==> src/rtl/uart_tx_fifo.sv <==
// Byte FIFO between the MMIO console write path and the UARTTX serializer, drained by a SEND/GAP/WAIT handshake FSM.
// Optional drop statistics (OVF, DROP_CNT) are built when UART_TX_FIFO_STAT_EN is defined.
module uart_tx_fifo #(
    parameter int DEPTH_LOG2 = 4
) (
    input  logic                  CLK,
    input  logic                  RST_X,
    input  logic [7:0]            WDATA,
    input  logic                  WE,
    input  logic                  CLR,
    output logic                  FULL,
    output logic                  EMPTY,
    output logic [DEPTH_LOG2:0]   LEVEL,
    output logic [7:0]            TX_DATA,
    output logic                  TX_WE,
    input  logic                  TX_READY,
    output logic                  OVF,
    output logic [15:0]           DROP_CNT
);

    localparam int DEPTH = 1 << DEPTH_LOG2;
    localparam logic [DEPTH_LOG2:0] FULL_LVL = {1'b1, {DEPTH_LOG2{1'b0}}};

    typedef enum logic [1:0] {
        ST_IDLE,
        ST_SEND,
        ST_GAP,
        ST_WAIT
    } state_t;

    state_t                state, state_next;
    logic [7:0]            mem [DEPTH];
    logic [DEPTH_LOG2-1:0] wr_ptr, rd_ptr;
    logic [DEPTH_LOG2:0]   level_next;
    logic                  push, pop;

    // CLR wins over a simultaneous push and also suppresses an IDLE pop.
    assign push = WE && !FULL && !CLR;

    // NOTE: every output of a combinational block gets a default first, otherwise a latch is inferred.
    always_comb begin
        state_next = state;
        pop        = 1'b0;
        case (state)
            ST_IDLE: begin
                if (!EMPTY && TX_READY && !CLR) begin
                    pop        = 1'b1;
                    state_next = ST_SEND;
                end
            end
            ST_SEND: state_next = ST_GAP;
            ST_GAP:  state_next = ST_WAIT;   // UARTTX READY lags WE by a cycle; ignore it here
            ST_WAIT: if (TX_READY) state_next = ST_IDLE;
            default: state_next = ST_IDLE;
        endcase
    end

    always_comb begin
        level_next = LEVEL;
        if (CLR)
            level_next = '0;
        else if (push && !pop)
            level_next = LEVEL + 1'b1;
        else if (pop && !push)
            level_next = LEVEL - 1'b1;
    end

    // NOTE: sequential state uses non-blocking assignments so every register samples pre-edge values.
    always_ff @(posedge CLK or negedge RST_X) begin
        if (!RST_X) begin
            state   <= ST_IDLE;
            wr_ptr  <= '0;
            rd_ptr  <= '0;
            LEVEL   <= '0;
            FULL    <= 1'b0;
            EMPTY   <= 1'b1;
            TX_WE   <= 1'b0;
            TX_DATA <= 8'h00;
        end else begin
            state <= state_next;
            TX_WE <= pop;
            if (pop)
                TX_DATA <= mem[rd_ptr];
            LEVEL <= level_next;
            FULL  <= (level_next == FULL_LVL);
            EMPTY <= (level_next == '0);
            if (CLR) begin
                wr_ptr <= '0;
                rd_ptr <= '0;
            end else begin
                if (push)
                    wr_ptr <= wr_ptr + 1'b1;
                if (pop)
                    rd_ptr <= rd_ptr + 1'b1;
            end
        end
    end

    // NOTE: the storage array has no reset; LEVEL gates every read, so stale contents are never observed.
    always_ff @(posedge CLK) begin
        if (push)
            mem[wr_ptr] <= WDATA;
    end

`ifdef UART_TX_FIFO_STAT_EN
    logic drop;

    assign drop = WE && FULL && !CLR;

    always_ff @(posedge CLK or negedge RST_X) begin
        if (!RST_X) begin
            OVF      <= 1'b0;
            DROP_CNT <= 16'h0000;
        end else if (CLR) begin
            OVF      <= 1'b0;
            DROP_CNT <= 16'h0000;
        end else if (drop) begin
            OVF <= 1'b1;
            if (DROP_CNT != 16'hFFFF)
                DROP_CNT <= DROP_CNT + 16'h0001;
        end
    end
`else
    assign OVF      = 1'b0;
    assign DROP_CNT = 16'h0000;
`endif

endmodule

==> config.mk <==
export PLATFORM = sky130hd
export DESIGN_NAME = uart_tx_fifo
export DESIGN_NICKNAME = d
export VERILOG_FILES = /design/src/rtl/uart_tx_fifo.sv
export SDC_FILE = /design/constraint.sdc
export NUM_CORES = 1
export LEC_CHECK = 0
export BUFFER_PORTS_ARGS = -buffer_cell sky130_fd_sc_hd__clkbuf_2
export CELL_PAD_IN_SITES_DETAIL_PLACEMENT = 0
export CELL_PAD_IN_SITES_GLOBAL_PLACEMENT = 2
export CORE_MARGIN = 2
export CORE_UTILIZATION = 45
export CTS_CLUSTER_SIZE = 20
export DETAILED_ROUTE_END_ITERATION = 12
export GPL_TIMING_DRIVEN = 0
export PLACE_DENSITY = 0.8
export RECOVER_POWER = 50
export SLEW_MARGIN = 20
export SYNTH_ARGS = -nofsm -noshare
export SYNTH_HDL_FRONTEND = slang
export SYNTH_SLANG_ARGS = --single-unit
==> constraint.sdc <==
create_clock -name CLK -period 2.3 [get_ports CLK]
set_input_delay 0.46 -clock CLK [delete_from_list [all_inputs] [get_ports CLK]]
set_output_delay 0.46 -clock CLK [all_outputs]
set_load 0.01 [all_outputs]
### Yosys cells after proc, flatten, opt, wreduce, memory -nomap -nowiden

Memory sizes are Yosys's and may differ from the RTL's. A register that Yosys moved wholly into a read port is not among the register bits.
Cells that the tools add are included.

* muxes and demuxes: 14
* reduce and logical (&&, ||, !) cells: 17
* eq/ne operators: 6
* add/sub/neg operators: 4

Operator list (number)
* $mux 4: 4
* $mux 5: 3
* $add 4x1->4 const B: 2
* $pmux 2 s4: 1
* $logic_and 1x1->1: 6
* $logic_not 1->1: 6
* $add 5x1->5 const B: 1
* $eq 5x5->1 const B: 1
* $logic_not 5->1: 1
* $sub 5x1->5 const B: 1
* $eq 2x2->1 const B: 2
* $mux 1: 4
* $mux 2: 2
* $ne 2x2->1 const B: 2
* $reduce_bool 2->1: 2
* $eq 2x1->1 const B: 1
* $logic_not 2->1: 1
* $reduce_and 2->1: 1

* register bits after elaboration: 18
* logic and storage cells: 49
* output and inout bits: 33
* bits of input ports: 13
* memories: 1
* RAM bits: 128

Memory list
* mem: words 16, bits a word 8, rd ports 1, clocked after memory_dff 1, wr ports 1, RTL line 32 `logic [7:0] mem [DEPTH];`

### Longest topological paths before layout

* depth in word-level cells: 10
* mapped depth: 10
* gate-level depth less buffers: 9

### Worst setup path after synthesis

No wires, ideal clock.

* path kind: input -> register
* start: input port CLR
* end: memory mem[5][0], enable pin
* data arrival time: 1.532 ns
* setup time: 0.370 ns
* data required time: 1.930 ns
* cell stages on the path: 3
* path buffers: 1
* slack: 0.397 ns
* cell sequence: clkbuf_1 or3b_2 nor2_1

* longest elaborated chain between the ends: 4

RTL lines
* start, declared: RTL line 10 `input logic CLR,`
* $logic_not 1->1: RTL line 38 `assign push = WE && !FULL && !CLR;`
* $logic_and 1x1->1: RTL line 38
* $mux 1: RTL line 101 `if (push)`
* $mux 1 (not written as such): RTL line 102 `mem[wr_ptr] <= WDATA;`
* end, declared: RTL line 32

Every way passes these cells.

### Worst setup path in the final report

* start: register FULL
* end: memory mem[9][3], enable pin

* longest elaborated chain between the ends: 5

RTL lines
* start, declared: RTL line 11 `output logic FULL,`
* start signal, assigned: RTL line 85 `FULL <= (level_next == FULL_LVL);`
* $logic_not 1->1: RTL line 38
* $logic_and 1x1->1 (2 in a row): RTL line 38
* $mux 1: RTL line 101
* $mux 1 (not written as such): RTL line 102

Every way passes these cells.

==> flow_summary.json <==
{
  "ys_seq_area_frac": 0.687,
  "die_h_um": 125,
  "io-pin-count": 46,
  "areaGrowthSynthToFinish_pct": 15.7,
  "power_density_nw_per_um2": 880,
  "clock.fmax_mhz": 445,
  "grt_pass1_vias": 3562,
  "rrSetupSlack_ns": 0.05,
  "cp-endpoint": "mem[9][3]",
  "final_area_um2": 7570,
  "fin_crit_ns": 2.25,
  "dp.cells": 627,
  "totalWireLength_um": 13100,
  "vias": 3522,
  "rsz0062_at_grt": "true",
  "synth-edff-count": 128,
  "clock_latency_ns": 0.42,
  "path_depth": 4,
  "dp_hpwl_um": 8490,
  "synth_flop_cell": "edfxtp_1",
  "crit_required_ns": 2.35,
  "fin_skew_ns": 0.00748,
  "numClockSinks": 154,
  "drv_slew": 27,
  "drc": 0,
  "slowest_stage": "nor2_1",
  "grt_max_degree": 27,
  "setup_viol": 0,
  "switching_power_w": 0.00160,
  "drt_iter0_drc": 199,
  "dieWidth_um": 125,
  "peakVddDrop_mv": 0.653,
  "cts_made_buffers": 17,
  "top_usage_layer": "met2",
  "coreArea_um2": 14400,
  "rows": 44,
  "synthCells": 399,
  "r2r_cells": 4,
  "wl_per_cell_um": 19.9,
  "gp_congestion": 0.750,
  "netlist_area_um2": 6540,
  "relSlewSlack": -0.0517,
  "fin_hold_ws_ns": 0.424,
  "numPortBuffers": 28,
  "worst_setup_path_startpoint": "FULL",
  "track_usage": 0.180,
  "crit_chain": "nor2b_1 -> buf_1 -> nand2_1 -> nor2_1",
  "initial_core_util": 0.455,
  "use_met1": 0.253,
  "reg2reg_from": "FULL",
  "design.die.area_um2": 15500,
  "synth_seq_cells": 154,
  "synth.distinct_cells": 46,
  "violations": "max-capacitance violations, max-slew violations",
  "cts_max_level": 4,
  "postCtsResizedCells": 6,
  "p_sw_frac": 0.241,
  "start_kind": "flop",
  "cts_hold_buf": 0,
  "drv_cap": 1,
  "crit_type": "flop to flop",
  "diodes": 0,
  "first_pass_iters": 5,
  "clk_path_buf_depth": 2,
  "grt_pass1_wl_um": 20800,
  "final_cells": 659,
  "antenna_found_initial": 0,
  "intPower_w": 0.00506,
  "drive_gt1_frac": 0.269,
  "dpl_cell_area_um2": 6970,
  "finalHoldViolCount": 0,
  "cts.clk_slew.worst_paths_ns": 0.06,
  "pwr-share-clk": 0.399,
  "avgSynthCellArea_um2": 16.4,
  "nets": 486,
  "final_antenna_net_count": 0,
  "grt-ovfl-total": 0,
  "post_cts_buffers": 0,
  "status": "finished with violations",
  "seqPwrFrac": 0.486,
  "worst-slew-pin-transition_ns": 1.58,
  "crit_path_max_incr_delay_ns": 0.74,
  "path_max_fanout": 10,
  "rr_endpoint": "mem[9][3]",
  "path_buf_inv": 1,
  "met3_usage": 0.0378,
  "critPathArrivalTime_ns": 2.30,
  "use_met2": 0.282,
  "ctsRootBufferMaster": "clkbuf_16",
  "fin_crit_sh": 0.978,
  "cp_top_family": "simple AND/OR/NAND/NOR gates",
  "p_leak_nw": 2.70,
  "min_path_type": "input pin to async pin",
  "routed_via_density": 5.34,
  "pwr-share-comb": 0.114,
  "cts_tree": "built",
  "yosysWarnings": 0,
  "async_flop_share": 0.169,
  "cp-end-kind": "flop"
}
## power groups by stage
stage	Clock, W	Combinational [W]	Sequential (W)
2_1_floorplan	0	0.000493	0.00330
3_3_place_gp	0	0.000742	0.00329
3_5_place_dp	0	0.000769	0.00330
4_1_cts	0.00270	0.000773	0.00324
5_1_grt	0.00283	0.000844	0.00325
6_report	0.00266	0.000763	0.00324
## worst register-to-register path: cells and delay by family, from the launching register on
kind,cells,cell delay (ns)
simple gates,3,1.12
buf+inv,1,0.36
flops,1,0.39
## cells by family (layout without fill, tap and decap cells)
kind of cell | after synthesis | count (layout) | share of synthesized area
adders and majority gates | 11 | 11 | 0.0210
other | 1 | 17 | 0.000573
xor gates and xnor gates | 7 | 7 | 0.00937
AOI/OAI and AO/OA | 51 | 51 | 0.0530
muxes | 58 | 58 | 0.132
DFF | 154 | 154 | 0.687
and+or+nand+nor | 72 | 72 | 0.0501
buffers and inverters | 45 | 105 | 0.0468
## worst min path at each step
stage               start  slack, ns          to  cells after the start
6_report            RST_X       0.42    LEVEL[1]                      1
5_1_grt          TX_READY       0.45    state[0]                      3
4_1_cts             RST_X       0.10  TX_DATA[3]                      1
3_5_place_dp   TX_DATA[7]       0.51  TX_DATA[7]                      1
3_3_place_gp   TX_DATA[7]       0.51  TX_DATA[7]                      1
2_1_floorplan       RST_X       0.16        FULL                      0
## synthesized netlist by cell type, drive strengths merged (2+ instances only)
| library cell | count | share of area |
|---|---|---|
| edfxtp | 128 | 0.59 |
| nor2 | 33 | 0.019 |
| buf | 28 | 0.035 |
| dfrtp | 25 | 0.096 |
| mux2 | 23 | 0.040 |
| mux4 | 18 | 0.067 |
| mux2i | 17 | 0.026 |
| nand2 | 14 | 0.0080 |
| o21ai | 12 | 0.0092 |
| ha | 11 | 0.021 |
| a21oi | 10 | 0.0076 |
| inv | 10 | 0.0057 |
| nor3 | 10 | 0.0076 |
| a221o | 9 | 0.014 |
| o21bai | 7 | 0.0080 |
| o22ai | 7 | 0.0067 |
| clkbuf | 6 | 0.0040 |
| nand3 | 4 | 0.0031 |
| xor2 | 4 | 0.0054 |
| nor2b | 3 | 0.0029 |
| xnor2 | 3 | 0.0040 |
| nand3b | 2 | 0.0023 |
## layout make-up
cell class / count / area (µm²)
buffer: 35 / 269
clock buffer: 19 / 453
clock inverter: 13 / 119
fill: 1170 / 6800
inverter: 10 / 37.5
multi-input combinational: 216 / 1840
sequential: 154 / 4500
tap: 184 / 230
timing repair buffer: 28 / 129
## state kept, by name (all words and copies together), names as in the netlist
register  cells
rd_ptr        4
TX_WE         1
wr_ptr        4
EMPTY         1
state         2
LEVEL         5
mem         128
FULL          1
TX_DATA       8
## metal layers
layer	vias to the layer above	part of all wire	wire, µm
met1	1786	0.45	5930
met4	0	0.013	165
met2	94	0.49	6380
li1	1628	-	-
met5	-	0	0
met3	14	0.051	669
## cells in the final DEF, fill, tap and decap left out, drive strengths merged, types with 4 or more instances in the layout
master  netlist  layout
dfrtp        25      25
nand2        14      14
a21oi        10      10
o21bai        7       7
mux2         23      23
xor2          4       4
a221o         9       9
mux2i        17      17
mux4         18      18
edfxtp      128     128
ha           11      11
buf          28      28
inv          10      13
nor2         33      33
clkinv        0       6
nor3         10      10
o21ai        12      12
o22ai         7       7
clkbuf        6      53
nand3         4       4
conb          1      17
## stage by stage
step	TNS, ns	setup slack (ns)	total power [W]	util
after floorplan	0	0.397	0.00380	-
after global placement	-21.00	-0.278	0.00403	0.485
after detailed placement	-20.33	-0.282	0.00407	0.485
after CTS	0	0.00280	0.00671	0.526
after global routing	-3.11	-0.140	0.00692	0.527
final	0	0.0503	0.00667	0.527
No activity file was read; power rests on OpenSTA's default activity.
